==> src/rtl/mapas_pkg.sv <==
// Shared types for the sample scheduler feeding the mapas occupancy-grid builder.
package mapas_pkg;

  localparam int unsigned TAM_DIST = 4;
  localparam int unsigned CONT_W   = 16;

  typedef struct packed {
    logic [TAM_DIST-1:0] x;
    logic [TAM_DIST-1:0] y;
    logic                direcao;
    logic [TAM_DIST-1:0] distDireita;
    logic [TAM_DIST-1:0] distEsquerda;
  } amostra_t;

  typedef enum logic [1:0] {
    OCIOSO   = 2'd0,
    ENVIA    = 2'd1,
    PROCESSA = 2'd2
  } estado_escalonador_t;

  // Event counters stick at all-ones instead of wrapping.
  function automatic logic [CONT_W-1:0] incSatura(input logic [CONT_W-1:0] valor);
    return (valor == '1) ? valor : valor + CONT_W'(1);
  endfunction

endpackage

==> src/rtl/fila_amostras.sv <==
// Synchronous sample FIFO; a write into a full FIFO or a read from an empty one is ignored.
module fila_amostras
  import mapas_pkg::*;
#(
  parameter int unsigned Profundidade = 4
) (
  input  logic                            clock,
  input  logic                            reset,
  input  logic                            push,
  input  logic                            pop,
  input  amostra_t                        dadoEntrada,
  output amostra_t                        dadoSaida,
  output logic                            cheia,
  output logic                            vazia,
  output logic [$clog2(Profundidade):0]   contagem
);

  localparam int unsigned PtrW  = $clog2(Profundidade);
  localparam int unsigned ContW = PtrW + 1;

  amostra_t            memoria [Profundidade];
  logic [PtrW-1:0]     ptrEscrita;
  logic [PtrW-1:0]     ptrLeitura;
  logic                escreve;
  logic                le;

  assign cheia     = (contagem == ContW'(Profundidade));
  assign vazia     = (contagem == '0);
  assign escreve   = push && !cheia;
  assign le        = pop && !vazia;
  assign dadoSaida = memoria[ptrLeitura];

  // Storage carries no reset; only the pointers and count define validity.
  always_ff @(posedge clock) begin
    if (escreve) begin
      memoria[ptrEscrita] <= dadoEntrada;
    end
  end

  // Depth is a power of two, so pointers wrap by natural overflow.
  always_ff @(posedge clock) begin
    if (reset) begin
      ptrEscrita <= '0;
      ptrLeitura <= '0;
      contagem   <= '0;
    end else begin
      if (escreve) begin
        ptrEscrita <= ptrEscrita + PtrW'(1);
      end
      if (le) begin
        ptrLeitura <= ptrLeitura + PtrW'(1);
      end
      case ({escreve, le})
        2'b10:   contagem <= contagem + ContW'(1);
        2'b01:   contagem <= contagem - ContW'(1);
        default: contagem <= contagem;
      endcase
    end
  end

endmodule

==> src/rtl/escalonador_amostras.sv <==
// Queues sensor samples and hands them one at a time to mapas through the
// novoDado/operacaoFinalizada handshake, with watchdog and event counters.
module escalonador_amostras
  import mapas_pkg::*;
#(
  parameter int unsigned TamanhoMalha     = 9,
  parameter int unsigned tamanhoDistancia = 4,
  parameter int unsigned ProfundidadeFila = 4,
  parameter int unsigned LimiteTimeout    = 1023
) (
  input  logic                        clock,
  input  logic                        reset,
  input  logic                        amostraValida,
  output logic                        amostraPronta,
  input  logic [tamanhoDistancia-1:0] amostraX,
  input  logic [tamanhoDistancia-1:0] amostraY,
  input  logic                        amostraDirecao,
  input  logic [tamanhoDistancia-1:0] amostraDistDireita,
  input  logic [tamanhoDistancia-1:0] amostraDistEsquerda,
  output logic [tamanhoDistancia-1:0] posicaoAtualnoEixoX,
  output logic [tamanhoDistancia-1:0] posicaoAtualnoEixoY,
  output logic                        direcaoAtual,
  output logic [tamanhoDistancia-1:0] distanciaDireita,
  output logic [tamanhoDistancia-1:0] distanciaEsquerda,
  output logic                        novoDado,
  input  logic                        operacaoFinalizada,
  input  logic                        limparErro,
  output logic                        ocupado,
  output logic                        erroTimeout,
  output logic [CONT_W-1:0]           contProcessadas,
  output logic [CONT_W-1:0]           contDescartadas,
  output logic [CONT_W-1:0]           contTimeouts
);

  localparam int unsigned TimerW    = $clog2(LimiteTimeout + 1);
  localparam int unsigned ContagemW = $clog2(ProfundidadeFila) + 1;

  estado_escalonador_t   estado;
  estado_escalonador_t   estadoProx;
  logic [TimerW-1:0]     timer;
  logic [TimerW-1:0]     timerProx;
  logic                  novoDadoProx;
  logic                  popFila;
  logic                  carrega;
  logic                  fimOk;
  logic                  estouro;
  logic                  limiteAtingido;

  amostra_t              amostraEntrada;
  amostra_t              cabeca;
  logic                  aceita;
  logic                  dentroMalha;
  logic                  pushFila;
  logic                  descarta;
  logic                  filaCheia;
  logic                  filaVazia;
  logic [ContagemW-1:0]  contagemFila;

  always_comb begin
    amostraEntrada.x            = TAM_DIST'(amostraX);
    amostraEntrada.y            = TAM_DIST'(amostraY);
    amostraEntrada.direcao      = amostraDirecao;
    amostraEntrada.distDireita  = TAM_DIST'(amostraDistDireita);
    amostraEntrada.distEsquerda = TAM_DIST'(amostraDistEsquerda);
  end

  // Out-of-grid positions are counted and dropped before reaching the FIFO.
  assign amostraPronta  = !filaCheia;
  assign aceita         = amostraValida && amostraPronta;
  assign dentroMalha    = (32'(amostraX) < TamanhoMalha) && (32'(amostraY) < TamanhoMalha);
  assign pushFila       = aceita && dentroMalha;
  assign descarta       = aceita && !dentroMalha;
  assign ocupado        = (estado != OCIOSO) || (contagemFila != '0);
  assign limiteAtingido = (timer == TimerW'(LimiteTimeout));

  fila_amostras #(
    .Profundidade (ProfundidadeFila)
  ) uFila (
    .clock       (clock),
    .reset       (reset),
    .push        (pushFila),
    .pop         (popFila),
    .dadoEntrada (amostraEntrada),
    .dadoSaida   (cabeca),
    .cheia       (filaCheia),
    .vazia       (filaVazia),
    .contagem    (contagemFila)
  );

  always_ff @(posedge clock) begin
    if (reset) begin
      estado <= OCIOSO;
    end else begin
      estado <= estadoProx;
    end
  end

  always_comb begin
    estadoProx   = estado;
    timerProx    = timer;
    novoDadoProx = 1'b0;
    popFila      = 1'b0;
    carrega      = 1'b0;
    fimOk        = 1'b0;
    estouro      = 1'b0;
    case (estado)
      OCIOSO: begin
        if (!filaVazia) begin
          popFila      = 1'b1;
          carrega      = 1'b1;
          novoDadoProx = 1'b1;
          timerProx    = '0;
          estadoProx   = ENVIA;
        end
      end
      ENVIA: begin
        novoDadoProx = 1'b1;
        if (!operacaoFinalizada) begin
          novoDadoProx = 1'b0;
          timerProx    = '0;
          estadoProx   = PROCESSA;
        end else if (limiteAtingido) begin
          novoDadoProx = 1'b0;
          estouro      = 1'b1;
          timerProx    = '0;
          estadoProx   = OCIOSO;
        end else begin
          timerProx = timer + TimerW'(1);
        end
      end
      PROCESSA: begin
        if (operacaoFinalizada) begin
          fimOk      = 1'b1;
          timerProx  = '0;
          estadoProx = OCIOSO;
        end else if (limiteAtingido) begin
          estouro    = 1'b1;
          timerProx  = '0;
          estadoProx = OCIOSO;
        end else begin
          timerProx = timer + TimerW'(1);
        end
      end
      default: begin
        estadoProx = OCIOSO;
        timerProx  = '0;
      end
    endcase
  end

  // Data outputs only change on a pop, so they hold through the whole handshake.
  always_ff @(posedge clock) begin
    if (reset) begin
      posicaoAtualnoEixoX <= '0;
      posicaoAtualnoEixoY <= '0;
      direcaoAtual        <= 1'b0;
      distanciaDireita    <= '0;
      distanciaEsquerda   <= '0;
      novoDado            <= 1'b0;
      timer               <= '0;
      erroTimeout         <= 1'b0;
      contProcessadas     <= '0;
      contDescartadas     <= '0;
      contTimeouts        <= '0;
    end else begin
      if (carrega) begin
        posicaoAtualnoEixoX <= tamanhoDistancia'(cabeca.x);
        posicaoAtualnoEixoY <= tamanhoDistancia'(cabeca.y);
        direcaoAtual        <= cabeca.direcao;
        distanciaDireita    <= tamanhoDistancia'(cabeca.distDireita);
        distanciaEsquerda   <= tamanhoDistancia'(cabeca.distEsquerda);
      end
      novoDado <= novoDadoProx;
      timer    <= timerProx;
      // A timeout in the same cycle as a clear request leaves the flag set.
      if (estouro) begin
        erroTimeout <= 1'b1;
      end else if (limparErro) begin
        erroTimeout <= 1'b0;
      end
      if (fimOk) begin
        contProcessadas <= incSatura(contProcessadas);
      end
      if (descarta) begin
        contDescartadas <= incSatura(contDescartadas);
      end
      if (estouro) begin
        contTimeouts <= incSatura(contTimeouts);
      end
    end
  end

endmodule

==> config.mk <==
export PLATFORM = sky130hd
export DESIGN_NAME = escalonador_amostras
export DESIGN_NICKNAME = d
export VERILOG_FILES = /design/src/rtl/mapas_pkg.sv /design/src/rtl/fila_amostras.sv /design/src/rtl/escalonador_amostras.sv
export SDC_FILE = /design/constraint.sdc
export NUM_CORES = 1
export LEC_CHECK = 0
export BUFFER_PORTS_ARGS = -buffer_cell sky130_fd_sc_hd__clkbuf_2
export CAP_MARGIN = 10
export CELL_PAD_IN_SITES_DETAIL_PLACEMENT = 0
export CELL_PAD_IN_SITES_GLOBAL_PLACEMENT = 1
export CORE_ASPECT_RATIO = 1.75
export CORE_UTILIZATION = 44
export CTS_BUF_LIST = sky130_fd_sc_hd__clkbuf_4 sky130_fd_sc_hd__clkbuf_8
export CTS_CLUSTER_SIZE = 12
export DETAILED_ROUTE_END_ITERATION = 10
export GPL_TIMING_DRIVEN = 0
export PLACE_DENSITY = 0.86
export SYNTH_ARGS = -nofsm -noshare
export SYNTH_HDL_FRONTEND = slang
export SYNTH_SLANG_ARGS = --single-unit
==> constraint.sdc <==
create_clock -name clock -period 3.2 [get_ports clock]
set_input_delay 0.16 -clock clock [delete_from_list [all_inputs] [get_ports clock]]
set_output_delay 0.16 -clock clock [all_outputs]
set_load 0.1 [all_outputs]
==> flow_summary_export.csv <==
group,metric,value,unit
sta,slew_headroom,0.249,
pwr,p_leak,2.83,nW
setup_path,crit_family,"simple AND/OR/NAND/NOR gates",
layout,fin_util,0.540,
floorplan,coreArea,14500,um2
logic_synthesis,synth_top_cell_by_area,"edfxtp_1",
setup_path,critPathArrivalTime,2760,ps
sta,fin_crit,2920,ps
pwr,power_density,741,nW/um2
sta,finalSetupViolCount,0,
setup_path,worstReg2RegStart,"estado[0]$_SDFFE_PP0P_",
setup_path,crit_end,"ocupado",
setup_path,rrSetupSlack,580,ps
layout,multi_input_area,2650,um2
sta,final_hold_viol_count,0,
placed_design,portBuffers,90,
detailed_routing,ant_nets,0,
logic_synthesis,synth_edf_count,68,
logic_synthesis,synth_common_cells,"dfxtp_1, edfxtp_1, nand2_1",
global_route,grt_pass1_wl,23600,um
worst_hold_path,hold_class,"input pin to register",
floorplan,row_count,58,
logic_synthesis,ys_async_sr_fraction,0,
setup_path,path_cells,"inv_1 > ha_1 > nor4b_1 > inv_1 > buf_2 > clkbuf_2",
floorplan,die_h,164,um
floorplan,pin_count,91,
detailed_routing,dr.pass1.iters,5,
layout,syn2layout_area_growth,19.3,%
logic_synthesis,synth_fp_nets,625,
logic_synthesis,synth_cells,589,
logic_synthesis,yosys-top-cells-area,"edfxtp_1, dfxtp_1, mux4_2, nand2_1, nor2_1",
setup_path,cp.depth,6,
setup_path,cp-end-kind,"output port",
clock_network,cts.clk_slew.worst_paths,90,ps
layout,num_antenna_cells,0,
layout,fillers,1299,
setup_path,crit_top_cell,"inv_1",
outcome,status,"completed",
logic_synthesis,avgSynthCellArea,11.2,um2
setup_path,rr_worst_depth,11,
global_route,first_global_vias,4982,
logic_synthesis,synth_top_area_frac,0.311,
detailed_routing,vias,4858,
pwr,peakVddDrop,0.598,mV
detailed_routing,drt_iter0_markers,192,
setup_path,crit_slowest_cell,"nor4b_1",
setup_path,startpoint,"estado[0]$_SDFFE_PP0P_",
setup_path,cp_num_buf_inv,4,
global_route,grt_overflow,0,
logic_synthesis,synth_flop_cell,"dfxtp_1",
layout,drive_above_1_share,0.213,
setup_path,cp_slowest_stage_delay,900,ps
global_route,antenna_found_initial,0,
clock_network,cts-htree-levels,4,
flow_run,maxCapViolations,0,
setup_path,r2r-end,"uFila.contagem[2]$_SDFFE_PP0P_",
logic_synthesis,yosysUniqueCellTypes,52,
sta,final_max_slew_viol_count,0,
layout,num-nets-final,752,
clock_network,cts_buffer_depth,2,
clock_network,insertion_delay,460,ps
worst_hold_path,hold_path_depth,3,
logic_synthesis,yosysMostFrequentCell,"dfxtp_1",
clock_network,cts_tree,"done",
detailed_routing,vias_per_cell,5.34,
clock_network,numCtsBuffers,17,
logic_synthesis,synth.cell_area,6580,um2
layout,ff_latch_area,3760,um2
logic_synthesis,ys_seq_area_frac,0.572,
placed_design,gp_congestion,0.809,
detailed_routing,route.detailed.drc,0,
setup_path,critPathRequiredTime,3040,ps
clock_network,clockRootBuffer,"clkbuf_8",
detailed_routing,avgRoutedWirePerCell,16.0,um
floorplan,start_util,0.453,
setup_path,critPathKind,"register to output port",
sta,fin_crit_sh,0.911,
clock_network,clock-sinks,154,
sta,rsz0062_at_grt,"false",
sta,clock.fmax,343,MHz
logic_synthesis,synth-seq-cells,154,
setup_path,cp_max_fo,10,
setup_path,cp-start-kind,"register",
global_route,grt_util_all_layers,0.202,
sta,worstMarginPinSlew,1110,ps
placed_design,dp.final_hpwl,10200,um
global_route,grt_max_degree,19,
floorplan,die_x,94.4,um
sta,skew,22.8,ps
sta,tns,0,ps
detailed_routing,totalWireLength,14500,um
logic_synthesis,synth_warnings,0,
floorplan,die_area,15500,um2
worst min-delay path by stage:
stage | startpoint | end
6_report | operacaoFinalizada | novoDado$_SDFF_PP0_
5_1_grt | operacaoFinalizada | novoDado$_SDFF_PP0_
4_1_cts | reset | contTimeouts[14]$_SDFFE_PP0P_
3_5_place_dp | amostraDistEsquerda[2] | uFila.memoria[3][2]$_DFFE_PP_
3_3_place_gp | amostraDistDireita[2] | uFila.memoria[0][6]$_DFFE_PP_
2_1_floorplan | amostraDistEsquerda[0] | uFila.memoria[0][0]$_DFFE_PP_
timing repair:
| action | in CTS | in global routing |
|---|---|---|
| hold buffers | 18 | 0 |
| gates resized for setup | 0 | 0 |
| hold endpoints to repair | 69 | 0 |
| setup buffers | 0 | 0 |
routing by layer:
metal	wire [um]	GRT usage
met5	0	0
met4	216	0.0636
met2	8140	0.400
met1	5660	0.201
met3	501	0.0463
cells by family after synthesis:
kind of cell | count (synthesis) | synth area share
xor+xnor | 41 | 0.0546
simple gates | 238 | 0.184
flops | 154 | 0.572
fa+ha+maj | 14 | 0.0278
buf+inv | 41 | 0.0244
compound gates | 79 | 0.0706
mux | 22 | 0.0662
state kept, by name, indices dropped and copies added (netlist names), 2 cells and up:
signal               count
contDescartadas         16
uFila.ptrEscrita         2
uFila.contagem           3
contTimeouts            16
posicaoAtualnoEixoX      4
posicaoAtualnoEixoY      4
distanciaDireita         4
contProcessadas         16
uFila.ptrLeitura         2
timer                   10
distanciaEsquerda        4
estado                   2
uFila.memoria           68
worst min-delay path: cells and delay by family:
family / cells / cell delay (ps)
buffers and inverters: 1 / 130
and+or+nand+nor: 1 / 100
AOI/OAI and AO/OA: 1 / 80
report_power, final:
group          leakage, nW  internal (W)  switching (W)
Clock                0.206      0.000594       0.000879
Sequential            1.31       0.00221      0.0000993
Combinational         1.32      0.000517        0.00151
area by class of cell:
cell class / count / area share
plain buffers: 24 / 0.0123
clock buffers: 17 / 0.0298
inverters: 17 / 0.00814
multi-input cells: 394 / 0.338
repair buffers: 108 / 0.0804
well taps: 180 / 0.0287
flip-flops and latches: 154 / 0.480
clock inverters: 15 / 0.0227
cells in the final DEF, fill, tap and decap left out, types with 18 or more instances in the layout:
| cell | netlist | final |
|---|---|---|
| nand2_1 | 68 | 68 |
| edfxtp_1 | 68 | 68 |
| dlygate4sd3_1 | 0 | 18 |
| a21oi_1 | 45 | 45 |
| dfxtp_1 | 86 | 86 |
| nor2_1 | 65 | 65 |
| clkbuf_1 | 18 | 18 |
| clkbuf_2 | 0 | 90 |
| xnor2_1 | 21 | 21 |
| xor2_1 | 20 | 20 |
| nand3_1 | 24 | 24 |
metrics by stage:
stage	area [um2]	power (W)	setup slack, ps	hold WS (ps)	instances
final	7840	0.00581	284	70.5	909
after global routing	7840	0.00611	60.1	60.6	909
after CTS	7840	0.00588	273	40.7	909
after detailed placement	7250	0.00438	591	380	859
after global placement	7250	0.00433	678	372	859
after floorplan	6580	0.00397	307	259	589
(Power assumes the default switching activity.)
